File: src/rtl/display_scan_ctrl.sv
// 8-digit 7-segment scan scheduler: blank gap + dwell per digit, frame-aligned value updates.
// Optional macro LEADING_ZERO_BLANK_EN suppresses leading-zero digits (digit 0 always shown).
module display_scan_ctrl #(
    parameter int DWELL_CYCLES = 100000,
    parameter int BLANK_CYCLES = 1000
) (
    input  logic        clock,
    input  logic        reset,
    input  logic        wr_valid,
    output logic        wr_ready,
    input  logic [31:0] wr_data,
    input  logic        dbg_sel,
    input  logic [31:0] dbg_val,
    input  logic [7:0]  digit_en,
    output logic [7:0]  digitselect,
    output logic [3:0]  value4bit,
    output logic [31:0] shown_val,
    output logic        frame_done
);

    localparam int MAXC = (DWELL_CYCLES > BLANK_CYCLES) ? DWELL_CYCLES : BLANK_CYCLES;
    localparam int CW   = (MAXC > 1) ? $clog2(MAXC) : 1;
    localparam logic [CW-1:0] BLANK_LAST = CW'(BLANK_CYCLES - 1);
    localparam logic [CW-1:0] DWELL_LAST = CW'(DWELL_CYCLES - 1);

    typedef enum logic {BLANK, DWELL} state_t;

    state_t        state, state_nx;
    logic [CW-1:0] cnt, cnt_nx;
    logic [2:0]    idx, idx_nx;
    logic [7:0]    sel_nx;
    logic [3:0]    nib_nx;
    logic          fd_nx;
    logic          lz;
    logic          boundary;
    logic          xfer;
    logic [31:0]   pending;
    logic          pending_valid;

    assign wr_ready = ~pending_valid;
    assign xfer     = wr_valid & wr_ready;
    assign boundary = (state == DWELL) && (idx == 3'd7) && (cnt == DWELL_LAST);

    always_comb begin
        state_nx = state;
        cnt_nx   = cnt + 1'b1;
        idx_nx   = idx;
        case (state)
            BLANK: if (cnt == BLANK_LAST) begin
                state_nx = DWELL;
                cnt_nx   = '0;
            end
            DWELL: if (cnt == DWELL_LAST) begin
                state_nx = BLANK;
                cnt_nx   = '0;
                idx_nx   = idx + 3'd1;
            end
            default: begin
                state_nx = BLANK;
                cnt_nx   = '0;
            end
        endcase

`ifdef LEADING_ZERO_BLANK_EN
        lz = (idx_nx != 3'd0) && ((shown_val >> {idx_nx, 2'b00}) == 32'd0);
`else
        lz = 1'b0;
`endif

        // Outputs are computed for the upcoming cycle so the first DWELL cycle already drives the digit.
        sel_nx = 8'hFF;
        nib_nx = 4'h0;
        if (state_nx == DWELL) begin
            nib_nx = shown_val[{idx_nx, 2'b00} +: 4];
            if (digit_en[idx_nx] && !lz)
                sel_nx = ~(8'b1 << idx_nx);
        end
        fd_nx = (state_nx == DWELL) && (idx_nx == 3'd7) && (cnt_nx == DWELL_LAST);
    end

    always_ff @(posedge clock) begin
        if (reset) begin
            state         <= BLANK;
            cnt           <= '0;
            idx           <= '0;
            digitselect   <= 8'hFF;
            value4bit     <= 4'h0;
            frame_done    <= 1'b0;
            shown_val     <= '0;
            pending       <= '0;
            pending_valid <= 1'b0;
        end else begin
            state       <= state_nx;
            cnt         <= cnt_nx;
            idx         <= idx_nx;
            digitselect <= sel_nx;
            value4bit   <= nib_nx;
            frame_done  <= fd_nx;
            if (boundary) begin
                if (dbg_sel)
                    shown_val <= dbg_val;
                else if (pending_valid)
                    shown_val <= pending;
            end
            // A transfer can only happen while nothing is pending, so it never collides with consumption.
            if (xfer) begin
                pending       <= wr_data;
                pending_valid <= 1'b1;
            end else if (boundary && !dbg_sel) begin
                pending_valid <= 1'b0;
            end
        end
    end

endmodule

File: config.mk
export PLATFORM = sky130hd
export DESIGN_NAME = display_scan_ctrl
export DESIGN_NICKNAME = d
export VERILOG_FILES = /design/src/rtl/display_scan_ctrl.sv
export SDC_FILE = /design/constraint.sdc
export NUM_CORES = 1
export LEC_CHECK = 0
export CORE_MARGIN = 2
export CORE_UTILIZATION = 51
export CTS_CLUSTER_SIZE = 30
export DETAILED_ROUTE_END_ITERATION = 8
export HOLD_SLACK_MARGIN = 0.12
export PLACE_DENSITY = 0.85
export SYNTH_ARGS = -nofsm -noshare
export SYNTH_HDL_FRONTEND = slang
export SYNTH_SLANG_ARGS = --single-unit
File: constraint.sdc
create_clock -name clock -period 5.51 [get_ports clock]
set_input_delay 1.102 -clock clock [delete_from_list [all_inputs] [get_ports clock]]
set_output_delay 1.102 -clock clock [all_outputs]
set_load 0.05 [all_outputs]
# After elaboration in Yosys (flattened, before gate mapping)

Index checks and enable logic that the tools add are counted.

Bits in registers: 99
Input port bits: 76
Output and inout port bits: 46

$add $sub $neg: 2
$lt $le $gt $ge: 1
Eq/ne operators: 5
Shifts and indexed selects: 2
Multiplexer cells: 14
Bitwise operators: 6
Reductions and logical operators: 11

Operators by type and width:

| cell                  | count |
|---|---|
| $mux 32               | 2 |
| $eq 17x17->1 const B  | 2 |
| $mux 17               | 2 |
| $pmux 17 s2           | 1 |
| $shiftx 32x6->4       | 1 |
| $add 17x1->17 const B | 1 |
| $eq 17x10->1 const B  | 1 |
| $not 8->8             | 1 |
| $shl 1x3->8 const A   | 1 |
| $eq 3x3->1 const B    | 2 |
| $mux 3                | 2 |
| $logic_and 1x1->1     | 5 |
| $mux 1                | 5 |
| $lt 3x4->1 const B    | 1 |
| $not 1->1             | 4 |
| $reduce_bool 2->1     | 2 |
| $add 3x1->3 const B   | 1 |
| $bmux 1 s3            | 1 |
| $reduce_or 3->1       | 1 |
| $pmux 1 s2            | 1 |
| $reduce_and 2->1      | 1 |
| $reduce_or 2->1       | 1 |
| $and 1x1->1           | 1 |
| $logic_not 1->1       | 1 |

# Depth between registers and ports, before layout

Depth in word-level cells: 7
Depth in mapped cells: 9

# Worst setup path before layout

No wires, ideal clock.

Kind: register to register
Start: register cnt[9]
End: register value4bit[0]
Setup time: 116 ps
Data arrival time: 2367 ps
Data required time: 5394 ps
Path slack: 3027 ps
Stages on the path, launching flop included: 8
Period minus slack after synthesis: 2483 ps
Path through: dfxtp_1 > nand2_2 > or4b_4 > nor3_4 > mux2i_1 > o211ai_1 > a221o_1 > and3_1

Cells in the longest elaborated chain, start to end: 5

RTL lines:

| element                                                                 | RTL line | text |
|---|---|---|
| from (decl)                                                             | 29       | `logic [CW-1:0] cnt, cnt_nx;` |
| from (signal assigned)                                                  | 94       | `cnt <= cnt_nx;` |
| parallel branches: the longest is 5 deep, another holds $shiftx 32x6->4 | --       |  |
| to (signal assigned)                                                    | 97       | `value4bit <= nib_nx;` |
| to (decl)                                                               | 16       | `output logic [3:0] value4bit,` |

Several ways; the timed one is not identified.
A chain may end at the register's enable or synchronous reset.

# Final worst setup path

Start: register cnt[9]
End: register shown_val[2]

Cells in the longest elaborated chain, start to end: 3

RTL lines:

| element                    | RTL line | text |
|---|---|---|
| $eq 17x17->1               | 42       | `assign boundary = (state == DWELL) && (idx == 3'd7) && (cnt == DWELL_LAST);` |
| $logic_and 1x1->1          | 42       |  |
| $reduce_and 2->1 (no line) | --       |  |
| to (signal assigned)       | 101      | `shown_val <= dbg_val;` |
| to (signal assigned)       | 103      | `shown_val <= pending;` |
| to (decl)                  | 17       | `output logic [31:0] shown_val,` |

Every way passes these cells.

==> impl_metrics.toml <==
[outcome]
outcome = "completed"

[floorplan]
rows = 33
fp.dieH_um = 95.57
die_w_um = 95.57
core_area_um2 = 8175
die_area_um2 = 9134
num_io_pins = 122
start_util = 0.5231

[sta]
fin_crit_sh = 0.5629
worst_slew_pin_slew_ns = 1.241
fin_setup_tns_ns = 0
drv_slew = 0
fin_skew_ns = 0.009612
setup_viol = 0
max_slew_margin = 0.1709
fin_crit_ns = 3.101
hold_ws_ns = 0.4587
hold_violations = 0
max_freq_mhz = 322.4
rsz0062_at_grt = "no"

[grt]
gr-usage-met3 = 0.07826
gr-usage-met2 = 0.4248
grt.met1_usage = 0.2846
track_usage = 0.2440
grt_pass1_wl_um = 17190
grt-busiest-layer = "met2"
antenna_found_initial = 0
grt_max_degree = 72
grt_pass1_vias = 3616
globalRouteOverflowTotal = 0

[synth]
yosysUniqueCellTypes = 47
synth-edff-count = 0
synthCells = 493
yosysSeqAreaShare = 0.4634
synth_top_area_frac = 0.4634
synth_fp_nets = 572
synth_warnings = 0
yosys-top-cells-area = "dfxtp_1, mux2i_1, nand2_1, a211oi_1, nor2_1"
synth_seq_cells = 99
synthFlopType = "dfxtp_1"
synth_top_area_cell = "dfxtp_1"
syn_avg_cell_area_um2 = 8.675
async_flop_share = 0
syn_area_um2 = 4277

[worst_setup_path]
critical_path_arrival_ns = 3.36
cp-end-kind = "register"
rr_startpoint = "cnt[9]$_SDFF_PP0_"
start_kind = "register"
critPathRequiredTime_ns = 5.77
path_class = "reg2reg"
crit_fanout = 64
r2r_setup_slack_ns = 2.41
rr_worst_depth = 7
r2r_end = "shown_val[2]$_SDFFE_PP0P_"

[detailed_routing]
drc_errors = 0
totalWireLength_um = 10940
dr_total_vias = 3886
dr.pass1.iters = 6
ant_nets = 0
drtIter0Drc = 192
viasPerCell = 5.512
wl_per_cell_um = 15.52

[finish]
nets = 676
multi_input_area_um2 = 2161
drive_above_1_share = 0.04833
seq_area_um2 = 1982
fin_util = 0.6976
diodes = 0
fillers = 616
syn_to_final_growth_pct = 33.35

[clocking]
cts_made_buffers = 9
cts_max_level = 3
clock-root-buffer = "clkbuf_8"
path_clk_slew_ns = 0.09
ctsHoldBuffers = 0
cts_tree = "yes"
cts_sinks = 99
postCtsSetupBuffers = 0
clk_latency_ns = 0.36
post_cts_resized = 0
clockBufferDepth = 2

[power_and_ir_drop]
p_leak_nw = 2.048
p_per_area_nw_per_um2 = 232.5
peakVddDrop_uv = 140.9

[placed_design]
dp_hpwl_um = 7949
port_buffers = 121
globalplace.congestion = 0.8477

[run]
drv_cap = 0

[hold_path]
min_from = "pending[20]$_SDFFE_PP0P_"
min_path_cells = 2
hold_end = "pending[20]$_SDFFE_PP0P_"
worstHoldPathType = "reg2reg"
-- how the worst max path moves through the flow --
stage | start | cells after the start | to | slack, ns
after floorplan | cnt[9]$_SDFF_PP0_ | 7 | value4bit[0]$_SDFF_PP0_ | 3.03
after global placement | dbg_sel | 6 | shown_val[28]$_SDFFE_PP0P_ | 2.42
after detailed placement | dbg_sel | 6 | shown_val[2]$_SDFFE_PP0P_ | 2.22
after CTS | cnt[9]$_SDFF_PP0_ | 7 | shown_val[2]$_SDFFE_PP0P_ | 2.42
after global routing | cnt[9]$_SDFF_PP0_ | 7 | shown_val[2]$_SDFFE_PP0P_ | 2.17
final | cnt[9]$_SDFF_PP0_ | 7 | shown_val[2]$_SDFFE_PP0P_ | 2.41
-- routing by layer --
layer  routed length [um]  vias up
li1                     -     1944
met1                 4648     1785
met2                 5341      135
met3                  694       22
met4                  258        0
met5                    0        -
-- registers in the layout, indices dropped and copies added (netlist names) --
signal and flops:
pending 32, shown_val 32, cnt 17, digitselect 8, value4bit 4, idx 3, frame_done 1, pending_valid 1
state 1
-- synthesized netlist by cell type, types with 2 or more instances --
| master | n |
|---|---|
| o211ai_1 | 2 |
| xor2_1 | 11 |
| nor2_1 | 58 |
| dfxtp_1 | 99 |
| nor2b_1 | 5 |
| nor4_1 | 3 |
| inv_1 | 4 |
| nand2_1 | 80 |
| a31oi_1 | 5 |
| o211a_1 | 2 |
| xnor2_1 | 5 |
| a21oi_1 | 36 |
| ha_1 | 3 |
| a221o_1 | 2 |
| nor3b_1 | 6 |
| a22oi_1 | 5 |
| nor3_1 | 7 |
| clkbuf_1 | 26 |
| nand2b_1 | 2 |
| nand4_1 | 3 |
| mux2i_1 | 36 |
| buf_2 | 4 |
| a211oi_1 | 32 |
| nand3_1 | 19 |
| mux2_2 | 4 |
| a22o_1 | 3 |
| a311oi_1 | 2 |
| and3_1 | 5 |
| o21ai_1 | 3 |
| nand4b_1 | 2 |
| o21ai_0 | 3 |
-- through the flow --
step / worst slack, ns / cell area (um^2) / cells / total power [mW]
global route: 2.173 / 5703 / 705 / 1.368
finish: 2.409 / 5703 / 705 / 1.326
global placement: 2.416 / 5513 / 691 / 0.8822
floorplan: 3.027 / 4277 / 493 / 0.8173
CTS: 2.422 / 5703 / 705 / 1.334
detailed placement: 2.224 / 5513 / 691 / 0.8860
-- layout by cell type (no fill, tap or decap), drive strengths merged, types with 3 or more instances in the layout --
| master | n |
|---|---|
| ha | 3 |
| xor2 | 11 |
| nor2b | 5 |
| buf | 5 |
| clkdlybuf4s50 | 119 |
| a21oi | 36 |
| a211oi | 32 |
| a22o | 3 |
| mux2i | 36 |
| dfxtp | 99 |
| clkinvlp | 3 |
| nor3 | 8 |
| clkbuf | 10 |
| and3 | 5 |
| inv | 4 |
| mux2 | 4 |
| o21ai | 6 |
| nand4 | 3 |
| nor3b | 6 |
| a31oi | 5 |
| xnor2 | 5 |
| nand3 | 19 |
| nor2 | 59 |
| nand2 | 81 |
| nor4 | 3 |
| a22oi | 5 |
-- critical path, cell delays in order (launching register included) --
cell and delay, ns:
dfxtp_1 0.44, nand2_2 0.10, or4b_4 0.55, nor3_4 0.35, nand2_1 0.19, nor2_4 0.95, nor2_1 0.08, a211oi_1 0.31
-- final cells by class --
class                      count  area share
multi-input combinational    359      0.3789
sequential                    99      0.3475
timing repair buffer         124      0.2146
clock buffer                  10     0.02413
tap                          105     0.02304
clock inverter                 4    0.009215
inverter                       4    0.002633
-- kinds of logic after synthesis --
family | after synthesis | share of synthesized area
compound gates | 100 | 0.1542
buf+inv | 35 | 0.03189
mux | 40 | 0.09479
flops | 99 | 0.4634
xor+xnor | 16 | 0.03277
simple gates | 200 | 0.2142
fa+ha+maj | 3 | 0.008778
-- power by group --
group	switching [mW]	total [mW]	leakage, nW	internal (mW)
Sequential	0.0107	0.742	0.803	0.732
Clock	0.239	0.457	0.0865	0.217
Combinational	0.0559	0.127	1.16	0.0712
(Power assumes the default switching activity.)
